===== src/rtl/rx_width_upsizer.sv =====
// Narrow-to-wide lane packer for the PHY receive path: packs RATIO beats of IN_W
// bits into one word, with valid/ready on both sides, lane-order select and partial flush.
module rx_width_upsizer #(
    parameter int IN_W      = 8,
    parameter int RATIO     = 4,
    parameter bit MSB_FIRST = 1'b1,
    parameter int CNT_W     = 16
) (
    input  logic                  notclk_4f,
    input  logic                  reset,
    input  logic [IN_W-1:0]       data_in,
    input  logic                  valid_in,
    output logic                  ready_out,
    input  logic                  flush,
    output logic [IN_W*RATIO-1:0] data_out,
    output logic [RATIO-1:0]      keep_out,
    output logic                  valid_out,
    input  logic                  ready_in,
    output logic [CNT_W-1:0]      word_count
);

    localparam int OUT_W = IN_W * RATIO;
    localparam int CW    = $clog2(RATIO);
    localparam logic [CW-1:0] LAST = CW'(RATIO - 1);

    logic [CW-1:0]    cnt;
    logic [OUT_W-1:0] acc;
    logic [RATIO-1:0] acc_keep;
    logic             flush_pend;

    logic [CW-1:0]    lane;
    logic [OUT_W-1:0] beat_word;
    logic [RATIO-1:0] beat_keep;
    logic             last_beat;
    logic             accept;
    logic             handoff;
    logic             slot_free;

    assign last_beat = (cnt == LAST);
    // Only the completing beat needs a free output slot; earlier beats go to the accumulator.
    assign ready_out = !flush_pend && !(last_beat && valid_out && !ready_in);
    assign accept    = valid_in && ready_out;
    assign handoff   = valid_out && ready_in;
    assign slot_free = !valid_out || ready_in;

    always_comb begin
        lane      = MSB_FIRST ? (LAST - cnt) : cnt;
        beat_word = '0;
        beat_keep = '0;
        for (int i = 0; i < RATIO; i++) begin
            if (lane == CW'(i)) begin
                beat_word[i*IN_W +: IN_W] = data_in;
                beat_keep[i]              = 1'b1;
            end
        end
    end

    always_ff @(posedge notclk_4f) begin
        if (reset) begin
            cnt        <= '0;
            acc        <= '0;
            acc_keep   <= '0;
            flush_pend <= 1'b0;
            data_out   <= '0;
            keep_out   <= '0;
            valid_out  <= 1'b0;
            word_count <= '0;
        end else begin
            if (handoff) begin
                valid_out  <= 1'b0;
                word_count <= word_count + CNT_W'(1);
            end

            if (accept) begin
                if (last_beat) begin
                    data_out  <= acc | beat_word;
                    keep_out  <= '1;
                    valid_out <= 1'b1;
                    cnt       <= '0;
                    acc       <= '0;
                    acc_keep  <= '0;
                end else begin
                    acc      <= acc | beat_word;
                    acc_keep <= acc_keep | beat_keep;
                    cnt      <= cnt + CW'(1);
                    if (flush) begin
                        flush_pend <= 1'b1;
                    end
                end
            end else if (flush && cnt != '0) begin
                flush_pend <= 1'b1;
            end

            // No beat can be accepted while flush_pend is set, so this never races the load above.
            if (flush_pend && slot_free) begin
                data_out   <= acc;
                keep_out   <= acc_keep;
                valid_out  <= 1'b1;
                cnt        <= '0;
                acc        <= '0;
                acc_keep   <= '0;
                flush_pend <= 1'b0;
            end
        end
    end

endmodule


===== config.mk =====
export PLATFORM = sky130hd
export DESIGN_NAME = rx_width_upsizer
export DESIGN_NICKNAME = d
export VERILOG_FILES = /design/src/rtl/rx_width_upsizer.sv
export SDC_FILE = /design/constraint.sdc
export NUM_CORES = 1
export LEC_CHECK = 0
export CORE_AREA = 5 5 101 103
export CTS_BUF_LIST = sky130_fd_sc_hd__clkbuf_4
export DETAILED_ROUTE_END_ITERATION = 10
export DIE_AREA = 0 0 106 108
export PLACE_DENSITY_LB_ADDON = 0.3
export SLEW_MARGIN = 20
export SYNTH_ARGS = -nofsm -noshare
export SYNTH_HDL_FRONTEND = slang
export SYNTH_SLANG_ARGS = --single-unit
export TNS_END_PERCENT = 50

===== constraint.sdc =====
create_clock -name notclk_4f -period 3.73 [get_ports notclk_4f]
set_clock_uncertainty 0.1 [all_clocks]
set_input_delay 1.119 -clock notclk_4f [delete_from_list [all_inputs] [get_ports notclk_4f]]
set_output_delay 1.119 -clock notclk_4f [all_outputs]
set_load 0.1 [all_outputs]

# == Word-level counts from Yosys, hierarchy flattened ==
# Index checks and enable logic that the tools add are counted.
# word_totals
wordCells,64
inputBits,13
register_bits,92
out_inout_bits,54
# classes
n_bitwise,2
n_reduce_logical,20
muxes,25
eq_ne,6
n_addsub,3
# ops
operator,count
2-to-1 mux 32 bit,4
2-to-1 mux 8 bit,4
OR 32 bit,1
adder 16 x 1 -> 16 bit (second input constant),1
2-to-1 mux 4 bit,4
2-to-1 mux 1 bit,12
nonzero test 2 bit,4
logical AND 1 bit,7
== test 2 bit (second input constant),3
logical NOT 1 bit,4
!= test 2 bit (second input constant),2
OR 4 bit,1
AND reduction 3 bit,1
adder 2 x 1 -> 2 bit (second input constant),1
== test 2 x 1 -> 1 bit (second input constant),1
logical NOT 2 bit,1
2-to-1 mux 2 bit,1
AND reduction 2 bit,1
OR reduction 2 bit,1
subtractor 2 bit (first input constant),1
logical OR 1 bit,1

# == Longest topological paths before layout ==
# Gate-level depths: netlist of the first run.
# depth
depth_word,8
depth_mapped,8
depth_no_buf,5

# == Worst setup path after synthesis of the first run ==
# Ideal clock, no wire load.
# synth_path
path_type,input to output
from,in ready_in
to,out ready_out
n_path_buf,0
setup_slack_ns,-0.131
stages,2
arrival_time_ns,2.642
required_ns,2.511
cell_sequence,nor2b_4 -> a21oi_1
# synth_via
elab_chain_cells,4
# synth_lines
item,line_no,text
"start, declared",18,"input logic ready_in,"
logical NOT 1 bit,41,assign ready_out = !flush_pend && !(last_beat && valid_out && !ready_in);
logical AND 1 bit,41,
logical NOT 1 bit,41,
logical AND 1 bit,41,
"end, declared",13,"output logic ready_out,"
# No other way between the ends.

# == Worst setup path in the final report of the first run ==
# Same ends and word-level chain as after synthesis.

==> out/summary.txt, run 1 <==
crit start category = input port
Reg clk slew, reported paths = 0.13 ns
min cycle time layout = 3.34 ns
diode count = 0
Post-Syn Area per Cell = 9.22 um2
MaxCap Viol Count = 0
Slew Limit Fails = 0
Die Height = 108 um
starting density of the core = 38.9%
Least-Margin Pin Slew = 0.722 ns
Placed Area = 4120 um2
max_slew headroom = 51.9%
Mapped Nets = 402
Die ar. = 11400 um2
Initial DRT Pass Iterations = 4
Max Root-Sink Buffers = 2
Worst EP arrival = 2.12 ns
synth unique cells = 36
CTS tree = yes
CTS buffer count = 9
Hold WC Path Type = reg -> reg
DP Worst Slack = 0.385 ns
GRT Resource Usage Total = 15.2%
residual DRC count = 0
Power per Cell Area = 536 nW/um2
H-tree depth = 3
largest net degree at the start of global routing = 33
first-pass GRT wire length = 13900 um
Post-Synthesis Cells = 384
Yosys warning total = 0
total negative slack = 0 ns
leakage power total = 0.00163 uW
placer's final routability congestion estimate = 0.764
mapped cell area = 3540 um2
Finished Layout Cells = 560
post-route cell area = 4270 um2
ratio of final minimum period to clock period = 89.6%
IO buf count = 66
final worst setup slack = 0.387 ns
final wirelength = 8420 um
initial antenna violation count = 0
Clock Sinks = 92
critical path endpoint category = output port
clock root cell = clkbuf_4
vias in the first global route = 2873
top_reg_cell synth = dfxtp_1
grt ovf = 0
IO Pins = 67
Yosys reg bits = 92
status = complete, no violations
clk_lat worst skew = 0.42 ns
Post-CTS Setup Inserts = 0
drt first-iter violations = 149
# setup viols final = 0
hpwl dp = 5820 um
sequential area share after synthesis = 52.0%
DR vias = 2941
row count = 35
unrepaired setup endpoints after global routing = no
Final ANT Viol Nets = 0
Peak supply drop = 0.232 mV
critical path class = in -> out
Die W = 106 um
dpl cells = 545
fraction of layout cells with a size suffix above 1 = 20.3%
core region area = 9110 um2
Synth async-reset ratio = 0%
Hold Vio Cnt, Final = 0
nets = 463
WL/cell = 15.0 um
area grow syn2layout = 20.7%
post_cts resized = 0
CP max FO = 4
hold_buf cts = 0
EDFF count, synth = 0
Worst EP required = 2.51 ns
drt via density = 5.25
fmax = 0.299 GHz
-- metal layers --
layer	vias to the layer above	GRT usage, %	share of wire, %
met5	-	0	0
met4	0	6.66	1.2
met3	9	2.93	5.0
met2	71	24.3	46
met1	1383	20.1	48
li1	1478	-	-
-- cells by family (layout without fill, tap and decap cells) --
logic type / after synthesis / count (layout) / synth area share (%)
compound gates: 77 / 77 / 15.3
buf+inv: 28 / 93 / 4.81
simple gates: 167 / 167 / 22.3
fa+ha+maj: 5 / 5 / 1.77
mux: 1 / 1 / 0.283
xor+xnor: 14 / 14 / 3.46
flops: 92 / 92 / 52.0
-- area by class of cell --
type                       instances  area [um2]
clock buffer                       9        67.6
tap                              111         139
multi-input combinational        264        1540
timing repair buffer              74         593
sequential                        92        1840
clock inverter                     6        80.1
fill                             901        4840
inverter                           4        15.0
-- stage by stage --
step / hold slack, ns / utilization [%] / total power [uW]
finish: 0.377 / 46.9 / 2290
floorplan: 0.331 / - / 1590
global route: 0.394 / 46.9 / 2400
CTS: 0.383 / 46.9 / 2310
detailed placement: 0.348 / 45.3 / 1730
global placement: 0.343 / 45.3 / 1720
-- Yosys cell counts (all sizes together) (5+ instances only) --
master	instances	area share [%]
nor3	40	5.7
xor2	5	1.2
xnor2	9	2.2
buf	16	3.3
a211oi	32	6.8
and4	5	1.3
dfxtp	92	52
a31oi	24	4.2
a21oi	12	1.8
nand3	7	0.99
ha	5	1.8
nor2	83	8.9
nand2	7	0.74
clkbuf	8	1.1
nand4	5	0.88
and2	9	1.6
-- worst max-delay path, cell delays in order --
cell and delay [ns]:
clkdlybuf4s50_1 0.52, nor2b_4 0.07, a21oi_2 0.20, buf_12 0.20
-- power by group --
part	internal [uW]	switching [uW]	leakage [uW]	total, uW
clock network	263	320	0.0000769	583
logic	146	476	0.000803	622
registers	1040	40.0	0.000748	1080
-- flip-flops by register name, indices dropped and copies added, names as in the netlist, named ones only --
register	flops
acc	32
acc_keep	2
cnt	2
data_out	32
flush_pend	1
keep_out	4
valid_out	1
word_count	16
-- cells in the final DEF (no fill, tap or decap), drive strengths merged, types with 3 or more instances in the layout --
cell type,Yosys,layout
dfxtp,92,92
nor2,83,83
buf,16,63
nor3,40,40
a211oi,32,32
a31oi,24,24
a21oi,12,12
clkdlybuf4s50,0,11
and2,9,9
xnor2,9,9
clkbuf,8,9
nand3,7,7
nand2,7,7
nand4,5,5
xor2,5,5
ha,5,5
and4,5,5
inv,4,4
nand2b,4,4
a21boi,4,4
a21bo,3,3
clkinv,0,3
-- path summary, 6_finish.rpt --
check / from / slack (ns) / cells past startpoint / end
worst min-delay path: acc[1]$_SDFFE_PP0P_ / 0.38 / 1 / acc[1]$_SDFFE_PP0P_
worst min register to register: acc[1]$_SDFFE_PP0P_ / 0.38 / 1 / acc[1]$_SDFFE_PP0P_
worst max register to register: cnt[0]$_SDFFE_PP0P_ / 1.47 / 6 / data_out[10]$_SDFFE_PP0P_
worst max-delay path: ready_in / 0.39 / 4 / ready_out
(Power assumes the default switching activity.)
==> inputs of run 2 (changes only) <==
- clock period: 3.73 -> 4.3 ns (I/O delays scaled with it)
==> run 2 against run 1 <==
Critical path depth did not move. Cell area rose by 2.9%. Sequential share of layout area down 1.2 points. Flip-flop and latch count unchanged. Global-route usage about the same. Setup slack better by 0.0098 ns. Die area is the same. Non-clock buffer count shrank 3. Total power is 11% lower. Wire length down 1.0%. Via count is 1.2% lower. Clock-buffer cell count stayed put. Largest power group unchanged.
==> out/summary.txt, run 2 (synthesis gave the netlist of run 1 again) <==
diode count = 0 (unchanged)
ratio of final minimum period to clock period = 90.8%
clock root cell = clkbuf_4
row count = 35 (unchanged)
unrepaired setup endpoints after global routing = no
final wirelength = 8330 um (-1.0%)
# setup viols final = 0 (unchanged)
drt via density = 5.21 (-0.84%)
crit-path max cell delay = 0.65 ns (+0.13 ns)
dpl cells = 542 (-0.55%)
hpwl dp = 5710 um (-2.0%)
worst path cell trace = clkdlybuf4s50_1 -> nor2b_4 -> a21oi_1 -> buf_12
CTS tree = yes
Internal = 1280 uW (-12%)
status = complete, no violations
total negative slack = 0 ns (unchanged)
post-route cell area = 4400 um2 (+2.9%)
H-tree depth = 3 (unchanged)
DR vias = 2906 (-1.2%)
critical path class = in -> out
area grow syn2layout = 24.2%
Worst EP arrival = 2.51 ns (+0.39 ns)
clk_lat worst skew = 0.44 ns (+0.02 ns)
Clock Sinks = 92 (unchanged)
Worst EP required = 2.91 ns (+0.40 ns)
Peak supply drop = 0.201 mV (-13%)
commonest non-fill, non-tap cell in the layout = dfxtp_1
grt ovf = 0 (unchanged)
combinational share of power = 27.0% (-0.2 points)
MaxCap Viol Count = 0 (unchanged)
Hold Vio Cnt, Final = 0 (unchanged)
Finished Layout Cells = 558 (-0.36%)
drt first-iter violations = 147 (-1.3%)
Reg clk slew, reported paths = 0.14 ns (about the same)
Post-CTS Setup Inserts = 0 (unchanged)
WL/cell = 14.9 um (-0.68%)
Placed Area = 4230 um2 (+2.6%)
Hold WC Path Type = reg -> reg
largest net degree at the start of global routing = 56 (+70%)
Least-Margin Pin Slew = 0.996 ns (+0.274 ns)
min cycle time layout = 3.90 ns
GRT Resource Usage Total = 15.2% (+0.037 points)
initial antenna violation count = 0 (unchanged)
fraction of layout cells with a size suffix above 1 = 8.05% (-12 points)
clock power share = 26.7% (+1.2 points)
Die W = 106 um (unchanged)
first-pass GRT wire length = 14100 um (+1.5%)
hold_buf cts = 0 (unchanged)
core region area = 9110 um2 (unchanged)
largest registers = acc: 32 flops, data_out: 32 flops, word_count: 16 flops
IO Pins = 67 (unchanged)
nets = 460 (-0.65%)
Max Root-Sink Buffers = 2 (unchanged)
max_slew headroom = 33.4% (-18 points)
placer's final routability congestion estimate = 0.758 (-0.77%)
Die Height = 108 um (unchanged)
most frequent cells in the layout = dfxtp_1, nor2_1, clkdlybuf4s50_1
critical path endpoint category = output port
P_sw = 748 uW (-11%)
crit start category = input port
IO buf count = 66 (unchanged)
Slew Limit Fails = 0 (unchanged)
Seq pwr share = 46.3% (-1.0 points)
post_cts resized = 0 (unchanged)
Switching Fraction = 36.9% (+0.35 points)
Initial DRT Pass Iterations = 4 (unchanged)
Power per Cell Area = 461 nW/um2 (-14%)
CP max FO = 8 (+4)
starting density of the core = 38.9% (unchanged)
residual DRC count = 0 (unchanged)
fmax = 0.256 GHz
Final ANT Viol Nets = 0 (unchanged)
leakage power total = 0.00152 uW (-6.6%)
vias in the first global route = 2850 (-0.80%)
total power = 2030 uW (-11%)
critical path's slowest cell = clkdlybuf4s50_1
CTS buffer count = 9 (unchanged)
Die ar. = 11400 um2 (unchanged)
[run 2: area by class of cell]
| class | instances | area (um2) |
|---|---|---|
| sequential | 92 | 1840 |
| fill | 905 | 4710 |
| timing repair buffer | 71 | 703 |
| clock buffer | 9 | 67.6 |
| tap | 111 | 139 |
| multi-input combinational | 264 | 1530 |
| clock inverter | 7 | 97.6 |
| inverter | 4 | 15.0 |
[run 2: per-layer routing]
metal	global-route usage, %	share of wire, %	up-vias
met4	4.72	1.2	0
li1	-	-	1472
met2	24.5	47	57
met1	20.6	48	1366
met5	0	0	-
met3	3.28	3.6	11
[run 2: path summary, 6_finish.rpt]
| path | startpoint | endpoint | slack (ns) | cells past startpoint |
|---|---|---|---|---|
| max | ready_in | ready_out | 0.40 | 4 |
| min | acc[4]$_SDFFE_PP0P_ | acc[4]$_SDFFE_PP0P_ | 0.38 | 1 |
| max reg2reg | cnt[0]$_SDFFE_PP0P_ | acc[20]$_SDFFE_PP0P_ | 2.15 | 5 |
| min reg2reg | acc[4]$_SDFFE_PP0P_ | acc[4]$_SDFFE_PP0P_ | 0.38 | 1 |
[run 2: per-stage QoR]
step | util, % | setup WS [ns] | hold slack [ns]
after floorplan | - | 0.0970 | 0.331
after global placement | 46.4 | 0.404 | 0.344
after detailed placement | 46.4 | 0.385 | 0.350
after CTS | 48.3 | 0.381 | 0.386
after global routing | 48.3 | 0.354 | 0.402
final | 48.3 | 0.397 | 0.384
[run 2: critical path, delay by kind of cell]
family                 cells  cell delay, ns
buffers and inverters      2            0.86
AOI/OAI and AO/OA          1            0.26
and+or+nand+nor            1            0.09
[run 2: power by group through the flow]
stage | Combinational, uW | Clock (uW) | Sequential [uW]
after global routing | 584 | 593 | 946
final | 548 | 542 | 938
after global placement | 545 | 0 | 955
after floorplan | 172 | 0 | 1210
after detailed placement | 549 | 0 | 956
after CTS | 551 | 556 | 939
